[src/rtl/disp_colour_adapt.sv]
// rtl/disp_colour_adapt.sv - 2-stage colour-depth adapter; optional dither via DISP_COLOUR_ADAPT_DITHER_EN
module disp_colour_adapt #(
   parameter int BPC_IN   = 5,
   parameter int BPC_OUT  = 8,
   parameter int CHANNELS = 3
) (
   input  logic                         clk_pix,
   input  logic                         rst_pix,
   input  logic                         frame_in,
   input  logic                         de_in,
   input  logic                         hsync_in,
   input  logic                         vsync_in,
   input  logic [CHANNELS*BPC_IN-1:0]   din,
   output logic                         de_out,
   output logic                         hsync_out,
   output logic                         vsync_out,
   output logic [CHANNELS*BPC_OUT-1:0]  dout
);

   localparam int WI = CHANNELS * BPC_IN;
   localparam int WO = CHANNELS * BPC_OUT;

   logic [WI-1:0] din_q;
   logic          de_q, hs_q, vs_q;
   logic [WO-1:0] conv;
   logic [WO-1:0] dout_d, dout_q;
   logic          de2_q, hs2_q, vs2_q;

   // frame_in only drives the dither position logic; keep it referenced otherwise
   logic unused_frame;
   assign unused_frame = frame_in;

   // Stage 1: capture colour and timing inputs
   always_ff @(posedge clk_pix or posedge rst_pix) begin
      if (rst_pix) begin
         din_q <= '0;
         de_q  <= 1'b0;
         hs_q  <= 1'b0;
         vs_q  <= 1'b0;
      end else begin
         din_q <= din;
         de_q  <= de_in;
         hs_q  <= hsync_in;
         vs_q  <= vsync_in;
      end
   end

   generate
      if (BPC_IN > BPC_OUT) begin : g_narrow
         localparam int D = BPC_IN - BPC_OUT;
         logic [BPC_IN:0] off_d, off_q;

`ifdef DISP_COLOUR_ADAPT_DITHER_EN
         logic       xpar_q, ypar_q, fpar_q, de_prev_q;
         logic [1:0] bayer;

         // 2x2 ordered-dither threshold M = {{0,2},{3,1}}, column flipped on odd frames
         always_comb begin
            bayer = 2'd0;
            case ({ypar_q, xpar_q ^ fpar_q})
               2'b00:   bayer = 2'd0;
               2'b01:   bayer = 2'd2;
               2'b10:   bayer = 2'd3;
               default: bayer = 2'd1;
            endcase
         end

         assign off_d = ({{(BPC_IN-1){1'b0}}, bayer} << D) >> 2;

         // Pixel/line/frame parity tracking; frame start overrides a coincident line end
         always_ff @(posedge clk_pix or posedge rst_pix) begin
            if (rst_pix) begin
               xpar_q    <= 1'b0;
               ypar_q    <= 1'b0;
               fpar_q    <= 1'b0;
               de_prev_q <= 1'b0;
            end else begin
               de_prev_q <= de_in;
               if (de_in)
                  xpar_q <= ~xpar_q;
               else if (de_prev_q)
                  xpar_q <= 1'b0;
               if (frame_in) begin
                  ypar_q <= 1'b0;
                  fpar_q <= ~fpar_q;
               end else if (!de_in && de_prev_q) begin
                  ypar_q <= ~ypar_q;
               end
            end
         end
`else
         assign off_d = {{BPC_IN{1'b0}}, 1'b1} << (D - 1);
`endif

         // Offset travels with the pixel through stage 1
         always_ff @(posedge clk_pix or posedge rst_pix) begin
            if (rst_pix)
               off_q <= '0;
            else
               off_q <= off_d;
         end

         for (genvar ch = 0; ch < CHANNELS; ch++) begin : g_ch
            logic [BPC_IN:0] sum;
            assign sum = {1'b0, din_q[ch*BPC_IN +: BPC_IN]} + off_q;
            assign conv[ch*BPC_OUT +: BPC_OUT] = sum[BPC_IN] ? {BPC_OUT{1'b1}} : sum[BPC_IN-1:D];
         end
      end else if (BPC_OUT > BPC_IN) begin : g_widen
         // Output bits walk the input from MSB down, wrapping until filled
         for (genvar ch = 0; ch < CHANNELS; ch++) begin : g_ch
            for (genvar k = 0; k < BPC_OUT; k++) begin : g_bit
               assign conv[ch*BPC_OUT + BPC_OUT-1-k] = din_q[ch*BPC_IN + BPC_IN-1-(k % BPC_IN)];
            end
         end
      end else begin : g_equal
         assign conv = din_q;
      end
   endgenerate

   assign dout_d = de_q ? conv : '0;

   // Stage 2: register converted colour (blanked outside de) and delayed timing
   always_ff @(posedge clk_pix or posedge rst_pix) begin
      if (rst_pix) begin
         dout_q <= '0;
         de2_q  <= 1'b0;
         hs2_q  <= 1'b0;
         vs2_q  <= 1'b0;
      end else begin
         dout_q <= dout_d;
         de2_q  <= de_q;
         hs2_q  <= hs_q;
         vs2_q  <= vs_q;
      end
   end

   assign dout      = dout_q;
   assign de_out    = de2_q;
   assign hsync_out = hs2_q;
   assign vsync_out = vs2_q;

endmodule

[config.mk]
export PLATFORM = sky130hd
export DESIGN_NAME = disp_colour_adapt
export DESIGN_NICKNAME = d
export VERILOG_FILES = /design/src/rtl/disp_colour_adapt.sv
export SDC_FILE = /design/constraint.sdc
export NUM_CORES = 1
export LEC_CHECK = 0
export CORE_UTILIZATION = 42
export CTS_BUF_LIST = sky130_fd_sc_hd__clkbuf_4 sky130_fd_sc_hd__clkbuf_8
export DETAILED_ROUTE_END_ITERATION = 12
export GPL_ROUTABILITY_DRIVEN = 0
export GPL_TIMING_DRIVEN = 0
export PLACE_DENSITY_LB_ADDON = 0.15
export SLEW_MARGIN = 20
export SYNTH_ARGS = -nofsm -noshare
export SYNTH_HDL_FRONTEND = slang
export SYNTH_SLANG_ARGS = --single-unit
[constraint.sdc]
create_clock -name clk_pix -period 1.1 [get_ports clk_pix]
set_input_delay 0.22 -clock clk_pix [delete_from_list [all_inputs] [get_ports clk_pix]]
set_output_delay 0.22 -clock clk_pix [all_outputs]
set_load 0.1 [all_outputs]
* Word-level counts from Yosys, hierarchy flattened
Cells that the tools add are included.
** Storage, ports and cells
- Flip-flop bits (word level) :: 45
- Bits of input ports :: 21
- Word-level logic and storage cells :: 9
** Operators by class
- Muxes and demuxes :: 1
** Operators by type and width (count)
- two-way mux 24 bit :: 1

* Depth between registers and ports, before layout
Gate-level depths: netlist (run 1).
- Depth in word-level cells :: 1
- Gate-level depth with buffers :: 2

* Least setup slack after synthesis (run 1)
OpenSTA, ideal clock, no wires.
- Path kind :: register -> output
- Start :: reg dout_q[13] (netlist: dout[13])
- End :: out dout[13]
- Cell stages (with the launch flop) :: 2
- Path slack :: -444 ps
- Required time :: 880 ps
- Path buffers :: 1
- Arrival :: 1324 ps
- Cells stage by stage :: dfrtp_1 > buf_4
** RTL lines
- from (decl) :: line 26 : logic [WO-1:0] dout_d, dout_q;
- from (signal assigned) :: line 130 : dout_q <= dout_d;
- to (decl) :: line 17 : output logic [CHANNELS*BPC_OUT-1:0] dout
No word-level cell between the ends.

* Worst setup path after layout (run 1)
- Start :: reg dout_q[21] (netlist: dout[21])
- End :: out dout[21]
No word-level cell between the ends.

==> run summary, run 1 <==
Max Clock Skew = 10.38 ps
Worst Path Buf+Inv = 2
Worst Max-Slew Pin Slew = 692.0 ps
YS warnings = 0
H-tree levels = 2
Max Slew Vio Count = 0
Failing checks = setup timing
Leakage = 0.8228 nW
Max Clk Rate = 761.9 MHz
Rows = 18
Yosys cell types = 6
First-pass GRT wire length = 2.408 mm
HPWL Detailed = 1.115 mm
Die span in x = 52.97 µm
DIE AREA = 2805 µm²
Final setup fails = 27
Cell Chain, Critical Path = buf_6 -> buf_12
Starting Density = 44.44%
RSZ-0062 raised after global routing = true
Synthesized cell area = 1091 µm²
VDD IR-drop max = 0.001201 V
Clock network fraction of design power = 23.2%
Run status = finished, violations left
Drt wl/cell = 11.22 µm
Crit end category = primary output
Switch share = 30.44%
Root Buffer = clkbuf_4
Switching power = 0.0008465 W
# clock sinks = 36
WS Path Type = flip-flop to primary output
Post-layout min period = 1312 ps
Post-Synthesis Cells = 62
Slowest CP cell = dfrtp_4
CTS tree = done
DRT Pass-1 Iters = 1
Finished Layout Cells = 145
Final non-filler cell area = 1833 µm²
Crit-path max cell delay = 500 ps
Cell internal pwr = 0.001934 W
Placed cells = 138
Via count = 602
Seq pwr share = 51.6%
Remaining antenna violation count = 0
CP Max Fanout = 2
Wirelength, routed = 1.627 mm
Pwr Density = 1517 nW/µm²
Vias/cell = 4.152
R2R Setup Slk = 220 ps
Logic gate share of total power = 25.1%
Initial antenna violation count = 0
IO Count = 48
Max-cap violations = 0
Biggest area consumer among synthesized cells = dfrtp_1
Kind of cell adding the most delay to the critical path = flip-flops
Setup WS pre-CTS = -714.8 ps
Drt drc = 0
Seq/Total Area, Yosys = 82.57%
Remaining Overflow, GRT = 0
Final #Nets = 136
Final hold viol count = 0
Share of layout cells above drive strength 1 = 64.35%
Longest Clk Path Bufs = 2
Crit path launch type = flip-flop
Final worst-path cycle share = 119.3%
Worst-Skew Late Latency = 320 ps
Placed inst area = 1668 µm²
Clock transition at path regs = 90 ps
Synth top area share = 82.57%
Synth Register Bits = 36
Chip Height = 52.97 µm
Initial DRC count = 0
CORE AREA = 2455 µm²
Vias in the first global route = 574
Net Count, Synth = 83
Syn-to-layout area delta = 68.00%
Largest cells by area after synthesis = dfrtp_1 83%, and2_2 7.6%, buf_4 6.2%
Finished Core Util = 74.67%
GR Util All Layers = 13.61%
Port bufs = 46
Syn Area/Cell = 17.60 µm²
Crit path arrival time = 1090 ps
Crit path required time = 880 ps
Pin count of the biggest net entering global routing = 37
Hold Crit Class = input port to async pin
Hold-fix buffers, CTS = 0
Ant. Diodes = 0
TritonCTS Buffers = 5
Final WS setup = -212.4 ps
Rel. slew slack = 53.80%
power by group through the flow:
stage	clock network, W	registers [W]	logic, W
global placement	0	0.00145	0.000637
CTS	0.000680	0.00143	0.000694
finish	0.000646	0.00144	0.000699
floorplan	0	0.00171	0.000211
detailed placement	0	0.00146	0.000643
global route	0.000747	0.00144	0.000721
sequential cells by signal, summed over array words and instances (netlist names):
name,cells
de_out,1
de_q,1
din_q,15
dout,15
hs_q,1
hsync_out,1
vs_q,1
vsync_out,1
kinds of logic (layout without fill, tap and decap cells):
kind of cell,after synthesis,after routing,synth area share (%)
buffers and inverters,11,64,7.568
flip-flops,36,36,82.57
AND/OR/NAND/NOR,15,15,9.862
final timing paths:
check                               from   endpoint  depth (start not counted)
worst max-delay path            dout[21]   dout[21]                          2
worst min-delay path             rst_pix   din_q[3]                          2
worst max register to register      de_q   dout[11]                          2
worst min register to register      hs_q  hsync_out                          0
max in group asynchronous        rst_pix   dout[15]                          2
min in group clk_pix             din[13]  din_q[13]                          1
layout make-up:
type                            count  area, µm²
Sequential cell                    36      945.9
Inverter                            1      3.754
Multi-Input combinational cell     15      107.6
Tap cell                           30      37.54
Timing Repair Buffer               46      573.1
Buffer                             10      112.6
Clock buffer                        7      52.55
Fill cell                         145      621.8
Yosys cell counts:
cell type,instances
dfrtp_1,36
and2_2,11
buf_4,9
and2_1,4
buf_6,1
inv_1,1
cells in the final DEF, fill, tap and decap left out:
cell,n
clkdlybuf4s50_1,19
buf_8,3
buf_6,22
dfrtp_2,9
buf_12,9
and2_1,4
dfrtp_1,18
and2_2,11
buf_4,3
clkbuf_4,7
dfrtp_4,9
inv_2,1
metal layers:
layer / track usage, % / routed length [µm]
met5: 0 / 0
met4: 10.53 / 31
met3: 5.747 / 116
met2: 22.57 / 872
met1: 13.15 / 606
timing repair:
item | in CTS | in global routing
endpoints found under the hold margin | 0 | 0
resized for setup | 200 | 7
buffers inserted | 0 | 0
endpoints found under the setup margin | 27 | 27
metrics by stage:
| stage | hold WS (ps) | setup TNS, ps | power (W) |
|---|---|---|---|
| after floorplan | 251.4 | -464.1 | 0.001918 |
| after global placement | 334.9 | -40920 | 0.002088 |
| after detailed placement | 341.8 | -20870 | 0.002099 |
| after CTS | 312.8 | -3925 | 0.002808 |
| after global routing | 300.6 | -4539 | 0.002912 |
| final | 321.4 | -3232 | 0.002780 |
Power figures use the tool's default switching activity.
==> run 2, diff against run 1 <==
--- a/config.mk
+++ b/config.mk
@@ -5,6 +5,7 @@
 export SDC_FILE = /design/constraint.sdc
 export NUM_CORES = 1
 export LEC_CHECK = 0
+export CAP_MARGIN = 20
 export CORE_UTILIZATION = 42
 export CTS_BUF_LIST = sky130_fd_sc_hd__clkbuf_4 sky130_fd_sc_hd__clkbuf_8
 export DETAILED_ROUTE_END_ITERATION = 12
==> results of run 2 <==
Final layout, timing and power as in run 1 (identical DEF).
==> run 3, diff against run 2 <==
--- a/config.mk
+++ b/config.mk
@@ -12,6 +12,7 @@
 export GPL_ROUTABILITY_DRIVEN = 0
 export GPL_TIMING_DRIVEN = 0
 export PLACE_DENSITY_LB_ADDON = 0.15
+export SETUP_SLACK_MARGIN = 0.5
 export SLEW_MARGIN = 20
 export SYNTH_ARGS = -nofsm -noshare
 export SYNTH_HDL_FRONTEND = slang
==> run 3 against run 2 <==
  * The run still ends with setup timing left
  * Via count up 8.3%
  * Critical path type unchanged
  * Highest routed layer unchanged
  * Critical endpoint is now dout[6]
  * Die area did not move
  * Routed wire length grew 22%
  * Combinational power up 19%
  * Design area increased by 17%
  * Core utilization is 13 points higher
  * Setup slack got worse by 32 ps
  * Critical path depth unchanged
  * Register-to-register slack improved by 50 ps
  * First-iteration DRC count is 2 higher
  * Power is 7.8% higher
==> run summary, run 3 (synthesized netlist as in run 1, its figures left out) <==
Run status = finished, violations left
Failing checks = setup timing
R2R Setup Slk = 270 ps (+50 ps)
Rel. slew slack = 81.31% (+28 points)
CORE AREA = 2455 µm² (unchanged)
CP Max Fanout = 2 (unchanged)
Crit end category = primary output
Hold Crit Class = input port to flip-flop
Vias in the first global route = 695 (+21%)
Final WS setup = -244.7 ps (-32.27 ps)
Worst Hold Launch = din[4]
Worst Max-Slew Pin Slew = 282.7 ps (-409.3 ps)
Remaining antenna violation count = 0 (unchanged)
Worst Hold End = din_q[4]
HPWL Detailed = 1.184 mm (+6.3%)
Vias/cell = 4.289 (+3.3%)
DRT Pass-1 Iters = 3 (+2)
Worst-Skew Late Latency = 330 ps (about the same)
Initial DRC count = 2 (+2)
WS Path Type = flip-flop to primary output
Hold WS = 321.1 ps (-0.3840 ps)
Max-cap violations = 0 (unchanged)
Rows = 18 (unchanged)
Drt wl/cell = 13.07 µm (+16%)
First-pass GRT wire length = 3.008 mm (+25%)
Initial antenna violation count = 0 (unchanged)
H-tree levels = 2 (unchanged)
VDD IR-drop max = 0.001678 V (+40%)
Final hold viol count = 0 (unchanged)
Ant. Diodes = 0 (unchanged)
Hold Path Depth = 1
Starting Density = 44.44% (unchanged)
Pwr Density = 1393 nW/µm² (-8.2%)
R2R Path End = dout[22]
Crit path arrival time = 1120 ps (+30 ps)
Port bufs = 46 (unchanged)
Crit path required time = 880 ps (about the same)
Clock transition at path regs = 110 ps (+20 ps)
Max Clk Rate = 743.7 MHz (-2.4%)
Commonest non-fill, non-tap cell in the layout = buf_12
Final worst-path cycle share = 122.2% (+2.9 points)
# clock sinks = 36 (unchanged)
Pin count of the biggest net entering global routing = 19 (-49%)
Remaining Overflow, GRT = 0 (unchanged)
Setup WS pre-CTS = -737.7 ps (-22.90 ps)
Chip Height = 52.97 µm (unchanged)
Drt drc = 0 (unchanged)
Syn-to-layout area delta = 97.25%
Final setup fails = 27 (unchanged)
RSZ-0062 raised after global routing = true
DIE AREA = 2805 µm² (unchanged)
Max Slew Vio Count = 0 (unchanged)
GR Util All Layers = 16.15% (+2.5 points)
Finished Core Util = 87.67% (+13 points)
Root Buffer = clkbuf_4
CTS tree = done
Wirelength, routed = 1.986 mm (+22%)
Commonest non-fill, non-tap cells in the layout = 33 x buf_12, 19 x clkdlybuf4s50_1, 18 x dfrtp_4
Die span in x = 52.97 µm (unchanged)
Crit path launch type = flip-flop
Reg2Reg Depth = 2 (unchanged)
Longest Clk Path Bufs = 2 (unchanged)
Leakage = 0.9362 nW (+14%)
Post-layout min period = 1345 ps (+32.27 ps)
Share of layout cells above drive strength 1 = 70.49% (+6.1 points)
TritonCTS Buffers = 5 (unchanged)
Via count = 652 (+8.3%)
Final #Nets = 142 (+4.4%)
Reg2reg start = de_q
Max Clock Skew = 12.75 ps (+2.377 ps)
IO Count = 48 (unchanged)
## run 3: worst max path at each step
stage	cells after the start	start	to	slack, ps
after floorplan	1	dout[13]	dout[13]	10
after global placement	2	dout[21]	dout[21]	-730
after detailed placement	2	dout[15]	dout[15]	-740
after CTS	2	dout[5]	dout[5]	-250
after global routing	2	dout[6]	dout[6]	-290
final	2	dout[6]	dout[6]	-240
## run 3: per-layer routing
layer | vias to the layer above | GRT usage (%) | part of all wire, %
li1 | 295 | - | -
met1 | 320 | 14.48 | 32
met2 | 34 | 30.38 | 58
met3 | 3 | 7.471 | 8.9
met4 | 0 | 6.579 | 1.1
met5 | - | 0 | 0
## run 3: final cells by class
class	count	area, µm²
sequential	36	969.7
clock buffer	6	51.30
clock inverter	2	10.01
fill	104	302.8
inverter	1	7.507
timing repair buffer	51	754.5
tap	30	37.54
timing repair inverter	1	7.507
buffer	10	182.7
multi-input combinational	15	131.4
## run 3: timing repair
item | in CTS | in global routing
cloned | 1 | 1
hold buffers | 0 | 0
pin swaps | 10 | 10
setup endpoints to repair | 79 | 43
gates resized for setup | 232 | 9
setup buffers | 4 | 0
## run 3: power breakdown
group          switching, W  internal, W  total, W
Combinational      0.000473     0.000356  0.000829
Clock              0.000402     0.000304  0.000706
Sequential        0.0000508      0.00141   0.00146
Total              0.000926      0.00207   0.00300
## run 3: critical path, cell delays in order (launching register included)
cell and delay, ps:
dfrtp_4 510, buf_12 130, buf_12 150
## run 3: per-stage QoR
stage	setup TNS [ps]	area (µm²)	total power [W]	instances
after CTS	-4844	2110	0.003000	151
after global routing	-5573	2152	0.003102	152
final	-4556	2152	0.002997	152
after global placement	-20250	1778	0.002147	138
after detailed placement	-21420	1778	0.002159	138
after floorplan	0	1280	0.001977	62
==> RTL edit, RTL diff (settings of run 3) <==
The output `de_out` loses its register stage (`de2_q` becomes a continuous assignment).
--- a/src/rtl/disp_colour_adapt.sv
+++ b/src/rtl/disp_colour_adapt.sv
@@ -125,3 +125,2 @@
          dout_q <= '0;
-         de2_q  <= 1'b0;
          hs2_q  <= 1'b0;
@@ -130,3 +129,2 @@
          dout_q <= dout_d;
-         de2_q  <= de_q;
          hs2_q  <= hs_q;
@@ -135,2 +133,4 @@
    end
+
+   assign de2_q = de_q;
 
Behaviour: not the same (Yosys sat finds a counterexample within 4 cycles, from zero or initial values and one cycle with rst_pix high).
==> RTL edit against run 3 <==
  * The flow still finishes with violations (negative setup slack)
  * First-iteration DRC count rose to 4.5 times the old value
  * Critical endpoint is now dout[5]
  * Largest cell class is now non-clock buffers
  * Sequential cell count down 1
  * Setup slack got worse by 0.030 ns
  * Wire length increased by 41%
  * Worst hold slack got worse by 0.022 ns
  * Area after synthesis shrank 2.3%
  * Cell area is 0.29% lower
  * Total power shrank 0.19%
  * Critical path depth stayed put
  * Via count grew 4.6%
==> RTL edit: results (changes against run 3) <==
INFO  metric reg2reg_slack = 0.08 ns (-0.19 ns)
INFO  metric ys_top_cells_by_count = sky130_fd_sc_hd__dfrtp_1, sky130_fd_sc_hd__and2_2, sky130_fd_sc_hd__buf_4
INFO  metric global_route_wire_length_before_repair = 3553 microns (+18%)
INFO  metric cts_resized = 229 (-1.3%)
INFO  metric detailedPlace.worstSlack = -0.7361 ns (+0.001687 ns)
INFO  metric yosys-top-cells-area = sky130_fd_sc_hd__dfrtp_1, sky130_fd_sc_hd__and2_2, sky130_fd_sc_hd__buf_4, sky130_fd_sc_hd__and2_1, sky130_fd_sc_hd__buf_6
INFO  metric min_from = din[3]
INFO  metric hold-worst-slack = 0.2989 ns (-0.02219 ns)
INFO  metric fillCellCount = 67 (-36%)
INFO  metric setup_tns = -5.062 ns (-0.5063 ns)
INFO  metric initial_antenna_violation_count = 0 (unchanged)
INFO  metric detail_route.wl_per_cell = 18.38 microns (+41%)
INFO  metric critical_path.reg2reg.startpoint = de_out
INFO  metric cts_buffers = 5 (unchanged)
INFO  metric violations = negative setup slack
INFO  metric first_pass_drt_iterations = 4 (+1)
INFO  metric groute.usage.overall = 0.2067 (+0.04517)
INFO  metric grt_start_max_net_pins = 18 (-1)
INFO  metric drt_iter0_drc = 9 (+7)
INFO  metric synth.net_count = 82 (-1.2%)
INFO  metric seq_power_share = 0.477 (-0.011)
INFO  metric finish.utilization = 0.9341 (+0.05744)
INFO  metric power.leakage = 0.0009397 uW (+0.38%)
INFO  metric fin_worst_skew = 0.01929 ns (+0.006540 ns)
INFO  metric outcome = finished, violations left
INFO  metric finish.net_count = 144 (+1.4%)
INFO  metric crit_arrival = 1.15 ns (+0.03 ns)
INFO  metric route.final.wire_length = 2794 microns (+41%)
INFO  metric layout-drive-gt1-share = 0.7097 (+0.004759)
INFO  metric finalSetupViolCount = 27 (unchanged)
INFO  metric worst_pin_slew = 0.2535 ns (-0.02916 ns)
INFO  metric detailedPlacementHpwl = 1217 microns (+2.8%)
INFO  metric dpl_cell_area = 1750 sq um (-1.5%)
INFO  metric grt_pass1_vias = 734 (+5.6%)
INFO  metric ir_drop = 1.519 mV (-9.5%)
INFO  metric seq_area_frac_synth = 0.8216 (-0.004092)
INFO  metric fin_ws = -0.2750 ns (-0.03025 ns)
INFO  metric synth_compound_area_frac = 0 (unchanged)
INFO  metric dr_total_vias = 682 (+4.6%)
INFO  metric finalPower = 2991 uW (-0.19%)
INFO  metric syn_area_per_cell = 17.48 sq um (-0.69%)
INFO  metric critical_path_launch_point = dout[5]
-- RTL edit: final cells by class --
class | count | area share
Timing Repair Buffer | 54 | 0.3638
Inverter | 1 | 0.003499
Sequential cell | 35 | 0.4396
Buffer | 10 | 0.08513
Timing Repair inverter | 1 | 0.003499
Multi-Input combinational cell | 15 | 0.06122
Tap cell | 28 | 0.01633
Clock inverter | 1 | 0.002332
Clock buffer | 7 | 0.02449
-- RTL edit: worst paths after layout --
check | endpoint | depth (start not counted)
max | dout[5] | 2
min | din_q[3] | 1
max reg2reg | dout[19] | 3
min reg2reg | vsync_out | 0
max in group asynchronous | vsync_out | 3
min in group asynchronous | din_q[9] | 3
-- RTL edit: routing by layer --
| layer | up-vias | GRT usage | wire (microns) |
|---|---|---|---|
| met4 | 0 | 0.1360 | 87 |
| met3 | 9 | 0.07246 | 188 |
| met5 | - | 0 | 0 |
| li1 | 298 | - | - |
| met1 | 336 | 0.2048 | 965 |
| met2 | 39 | 0.3586 | 1553 |
